===== config.mk =====
export PLATFORM = sky130hd
export DESIGN_NAME = mem_access_unit
export DESIGN_NICKNAME = d
export VERILOG_FILES = /design/src/rtl/mem_access_unit.sv
export SDC_FILE = /design/constraint.sdc
export NUM_CORES = 1
export LEC_CHECK = 0
export ABC_AREA = 1
export CAP_MARGIN = 20
export CORE_ASPECT_RATIO = 1.75
export CORE_MARGIN = 1.5
export CORE_UTILIZATION = 45
export DETAILED_ROUTE_END_ITERATION = 10
export DONT_BUFFER_PORTS = 1
export PLACE_DENSITY = 0.67
export SKIP_CTS_REPAIR_TIMING = 1
export SLEW_MARGIN = 30
export SYNTH_ARGS = -nofsm -noshare
export SYNTH_HDL_FRONTEND = slang
export SYNTH_SLANG_ARGS = --single-unit

===== constraint.sdc =====
create_clock -name clock -period 3.15 [get_ports clock]
set_input_delay 0.4725 -clock clock [delete_from_list [all_inputs] [get_ports clock]]
set_output_delay 0.4725 -clock clock [all_outputs]
set_load 0.01 [all_outputs]

===== src/rtl/mem_access_unit.sv =====
// Byte-addressed CPU to word-wide RAM bridge: sub-word stores become read-modify-write,
// doublewords become two word accesses, and misaligned requests get an error response.
module mem_access_unit #(
    parameter int ADDR_BITS = 19
) (
    input  logic                   clock,
    input  logic                   reset,
    input  logic                   req_valid,
    output logic                   req_ready,
    input  logic                   req_write,
    input  logic [1:0]             req_size,
    input  logic [0:ADDR_BITS-1]   req_addr,
    input  logic [0:63]            req_wdata,
    output logic                   resp_valid,
    output logic                   resp_err,
    output logic [0:63]            resp_rdata,
    output logic [0:ADDR_BITS-3]   mem_addr,
    output logic                   mem_we,
    output logic [0:31]            mem_wdata,
    input  logic [0:31]            mem_rdata
);

    localparam logic [1:0] SZ_BYTE  = 2'd0;
    localparam logic [1:0] SZ_HALF  = 2'd1;
    localparam logic [1:0] SZ_WORD  = 2'd2;
    localparam logic [1:0] SZ_DWORD = 2'd3;

    typedef enum logic [2:0] {IDLE, RD1, RD2, RMW, WR1, WR2, RESP} state_t;

    state_t      state;
    logic [1:0]  size_q;
    logic [1:0]  offset_q;
    logic [0:63] wdata_q;
    logic [0:31] first_word;
    logic        we_q;

    logic [1:0]  req_offset;
    logic        misaligned;
    logic [0:7]  sel_byte;
    logic [0:15] sel_half;
    logic [0:31] load_word;
    logic [0:31] merged_word;

    // Byte offset 0 is the most significant lane (big-endian), so lane k starts at bit 8*k.
    always_comb begin
        req_offset  = {req_addr[ADDR_BITS-2], req_addr[ADDR_BITS-1]};
        misaligned  = 1'b0;
        case (req_size)
            SZ_HALF:  misaligned = req_offset[0];
            SZ_WORD:  misaligned = |req_offset;
            SZ_DWORD: misaligned = (|req_offset) | req_addr[ADDR_BITS-3];
            default:  misaligned = 1'b0;
        endcase

        sel_byte = mem_rdata[{offset_q, 3'b000} +: 8];
        sel_half = mem_rdata[{offset_q[1], 4'b0000} +: 16];

        case (size_q)
            SZ_BYTE: load_word = {24'd0, sel_byte};
            SZ_HALF: load_word = {{16{sel_half[0]}}, sel_half};
            default: load_word = mem_rdata;
        endcase

        merged_word = mem_rdata;
        if (size_q == SZ_BYTE)
            merged_word[{offset_q, 3'b000} +: 8] = wdata_q[56:63];
        else
            merged_word[{offset_q[1], 4'b0000} +: 16] = wdata_q[48:63];
    end

    // Reset must suppress a write already in flight on the very edge it is sampled.
    assign mem_we = we_q & ~reset;

    always_ff @(posedge clock) begin
        if (reset) begin
            state      <= IDLE;
            req_ready  <= 1'b1;
            resp_valid <= 1'b0;
            resp_err   <= 1'b0;
            resp_rdata <= '0;
            mem_addr   <= '0;
            mem_wdata  <= '0;
            we_q       <= 1'b0;
        end else begin
            case (state)
                IDLE: begin
                    resp_valid <= 1'b0;
                    if (req_valid) begin
                        req_ready <= 1'b0;
                        size_q    <= req_size;
                        offset_q  <= req_offset;
                        wdata_q   <= req_wdata;
                        mem_addr  <= req_addr[0:ADDR_BITS-3];
                        if (misaligned) begin
                            state      <= RESP;
                            resp_valid <= 1'b1;
                            resp_err   <= 1'b1;
                            resp_rdata <= '0;
                        end else if (!req_write) begin
                            state <= RD1;
                        end else if (req_size == SZ_WORD || req_size == SZ_DWORD) begin
                            state     <= WR1;
                            we_q      <= 1'b1;
                            mem_wdata <= (req_size == SZ_DWORD) ? req_wdata[0:31] : req_wdata[32:63];
                        end else begin
                            state <= RMW;
                        end
                    end
                end
                RD1: begin
                    if (size_q == SZ_DWORD) begin
                        first_word <= mem_rdata;
                        // Doublewords are 8-byte aligned, so the second word only sets the LSB.
                        mem_addr[ADDR_BITS-3] <= 1'b1;
                        state <= RD2;
                    end else begin
                        resp_rdata <= {32'd0, load_word};
                        resp_err   <= 1'b0;
                        resp_valid <= 1'b1;
                        state      <= RESP;
                    end
                end
                RD2: begin
                    resp_rdata <= {first_word, mem_rdata};
                    resp_err   <= 1'b0;
                    resp_valid <= 1'b1;
                    state      <= RESP;
                end
                RMW: begin
                    mem_wdata <= merged_word;
                    we_q      <= 1'b1;
                    state     <= WR1;
                end
                WR1: begin
                    if (size_q == SZ_DWORD) begin
                        mem_addr[ADDR_BITS-3] <= 1'b1;
                        mem_wdata <= wdata_q[32:63];
                        state     <= WR2;
                    end else begin
                        we_q       <= 1'b0;
                        resp_rdata <= '0;
                        resp_err   <= 1'b0;
                        resp_valid <= 1'b1;
                        state      <= RESP;
                    end
                end
                WR2: begin
                    we_q       <= 1'b0;
                    resp_rdata <= '0;
                    resp_err   <= 1'b0;
                    resp_valid <= 1'b1;
                    state      <= RESP;
                end
                RESP: begin
                    resp_valid <= 1'b0;
                    req_ready  <= 1'b1;
                    state      <= IDLE;
                end
                default: begin
                    state     <= IDLE;
                    req_ready <= 1'b1;
                    we_q      <= 1'b0;
                end
            endcase
        end
    end

endmodule


==> impl_metrics.py <==
metrics = {
    "power": {
        "swShare_pct": 43.5,
        "switching_power_w": 0.00418,
        "leakage_nw": 4.87,
        "peakVddDrop_v": 0.000343,
        "power.internal_w": 0.00544,
        "p_comb_share_pct": 37.7,
        "p_clk_share_pct": 22.8,
        "total_power_w": 0.00962,
        "p_per_area_nw_per_um2": 901,
        "seqPwrFrac_pct": 39.5,
    },
    "critical_path": {
        "crit_path_end_kind": "flop",
        "required_ns": 3.54,
        "crit_fanout": 22,
        "crit-reg2reg-capture": "mem_wdata[30]",
        "start_kind": "flop",
        "regToRegStartpoint": "state[1]",
        "reg2reg_depth": 8,
        "cp_data_arrival_time_ns": 2.80,
        "reg2reg_slack_ns": 0.75,
        "critPathLaunch": "state[1]",
        "crit_end": "mem_wdata[30]",
        "critPathKind": "reg2reg",
    },
    "floorplan": {
        "fp.dieH_um": 200,
        "die_area_um2": 23000,
        "core_um2": 21600,
        "num_rows": 71,
        "initial_utilization_pct": 46.0,
        "die_x_um": 115,
        "io_pins": 238,
    },
    "place": {
        "gp_congestion": 0.935,
        "dp_slack_ns": 0.777,
        "port_buffers": 0,
        "post-dp-hpwl_um": 22200,
    },
    "routing": {
        "vias": 9239,
        "dr.pass1.iters": 7,
        "drt_iter0_markers": 708,
        "vias_per_cell": 5.24,
        "final_antenna_net_count": 0,
        "wl_per_cell_um": 17.2,
        "drc": 0,
        "totalWireLength_um": 30300,
    },
    "logic_synthesis": {
        "syn_area_per_cell_um2": 6.59,
        "syn_nets": 1630,
        "synth_area_um2": 9940,
        "synth_seq_cells": 188,
        "syn-instance-count": 1509,
        "synth_warnings": 0,
        "post_synth_num_cell_types": 24,
        "yosysSeqAreaShare_pct": 44.7,
    },
    "finish": {
        "fin_nets": 1579,
        "fillers": 2226,
        "layout_common_cells": "nand2_1 (579), nand3_1 (204), nor2_1 (200)",
        "syn2layout_area_growth_pct": 7.45,
        "drive_above_1_share_pct": 4.62,
        "layout_commonest_cell": "nand2_1",
        "n_antenna_cell": 0,
        "multiInputGateArea_um2": 4620,
        "register_area_um2": 4440,
    },
    "cts": {
        "clkSlewWorstSetupHoldPaths_ns": 0.08,
        "clock-sinks": 188,
        "htree_levels": 4,
        "clk_path_buf_depth": 2,
        "clkLatencyLatePin_ns": 0.45,
        "root_buffer": "clkbuf_16",
        "cts_buffers": 17,
        "cts_tree": "built",
    },
    "global_routing": {
        "grt_usage_pct": 26.6,
        "antenna_found_initial": 1,
        "overflow": 0,
        "grt_pass1_wl_um": 46300,
        "first_global_vias": 8505,
        "grt_max_degree": 67,
    },
    "sta": {
        "slew_viol_final": 0,
        "hold_violations": 0,
        "tns_ns": 0,
        "fmax_ghz": 0.416,
        "rsz0062_at_grt": "false",
        "fin_ws_ns": 0.746,
        "setup_viol": 0,
        "post-route-min-period_ns": 2.40,
        "maxSlewHeadroom_pct": 52.9,
        "finClkSkew_ns": 0.0110,
        "worst_pin_slew_ns": 0.705,
        "period_share_pct": 76.3,
    },
    "job": {
        "drv_cap": 0,
    },
    "worst_hold_path": {
        "hp-start": "reset",
        "worstHoldPathType": "in2reg",
    },
    "outcome": {
        "status": "finished clean",
    },
}
## critical path, cell delays in order, from the launching register on
cell and delay, ns:
dfxtp_1 0.52, nor2_2 0.11, nand2_1 0.34, nand2_1 0.32
inv_1 0.60, nand2_1 0.15, nand3_1 0.14, nor2_1 0.05
nor2_1 0.11
## layout make-up
| class | count | area share [%] |
|---|---|---|
| clock buffers | 18 | 4.22 |
| clock inverters | 14 | 1.38 |
| inverters | 127 | 4.46 |
| multi-input cells | 1104 | 43.3 |
| flip-flops and latches | 188 | 41.6 |
| well taps | 292 | 3.42 |
| repair buffers | 20 | 1.64 |
## how the worst min path moves through the flow
stage	to	slack, ns	cells after the start
after floorplan	resp_valid	0.48	2
after global placement	resp_rdata[6]	0.49	2
after detailed placement	resp_rdata[5]	0.49	2
after CTS	mem_addr[2]	0.07	1
after global routing	mem_addr[5]	0.06	1
final	mem_addr[4]	0.09	1
## cells by family after synthesis
kind of cell / share of synthesized area [%]
AND/OR/NAND/NOR: 40.8
buffers and inverters: 9.02
flip-flops: 44.7
AO/OA/AOI/OAI: 5.45
## cell usage after synthesis
cell type / instances / area (um2)
nand2_2: 2 / 12.5
inv_2: 6 / 22.5
inv_1: 121 / 454
o211ai_1: 4 / 30.0
nor2_2: 2 / 12.5
dfxtp_1: 120 / 2400
o21ai_0: 25 / 125
buf_2: 45 / 225
nand3_2: 2 / 20.0
edfxtp_1: 68 / 2040
nor2_1: 202 / 758
nand2_1: 579 / 2170
buf_1: 5 / 18.8
a21oi_1: 73 / 365
nand3_1: 204 / 1020
clkbuf_1: 36 / 135
o211a_1: 1 / 10.0
buf_4: 1 / 7.51
nand4_1: 3 / 18.8
nand3b_1: 4 / 30.0
nor2_4: 1 / 11.3
a31oi_1: 1 / 6.26
o21ai_1: 1 / 5.00
buf_6: 3 / 33.8
## power by group through the flow
stage | sequential [W] | clock (W) | combinational (W)
detailed placement | 0.00387 | 0 | 0.00363
global placement | 0.00386 | 0 | 0.00356
finish | 0.00380 | 0.00219 | 0.00363
CTS | 0.00381 | 0.00224 | 0.00365
floorplan | 0.00363 | 0 | 0.00303
global route | 0.00386 | 0.00233 | 0.00419
## state kept, by name (all words and copies together) (netlist names), 2 cells and up
register	count
mem_addr	17
offset_q	2
size_q	2
wdata_q	32
mem_wdata	32
first_word	32
resp_rdata	64
state	3
## per-layer routing
| metal | global-route usage, % | vias up | routed length, um | share of wire, % |
|---|---|---|---|---|
| li1 | - | 4634 | - | - |
| met1 | 29.2 | 4160 | 11100 | 37 |
| met2 | 46.5 | 363 | 15400 | 51 |
| met3 | 6.13 | 80 | 2050 | 6.7 |
| met4 | 15.4 | 2 | 1670 | 5.5 |
| met5 | 0 | - | 23 | 0.076 |
## stage by stage
| step | util (%) | area, um2 | instances | hold WS (ns) |
|---|---|---|---|---|
| after global routing | 49.5 | 10700 | 1763 | 0.0608 |
| after CTS | 49.5 | 10700 | 1763 | 0.0686 |
| final | 49.5 | 10700 | 1763 | 0.0866 |
| after global placement | 46.7 | 10100 | 1731 | 0.488 |
| after floorplan | - | 9940 | 1509 | 0.483 |
| after detailed placement | 46.7 | 10100 | 1731 | 0.493 |
No activity file was read; power rests on OpenSTA's default activity.
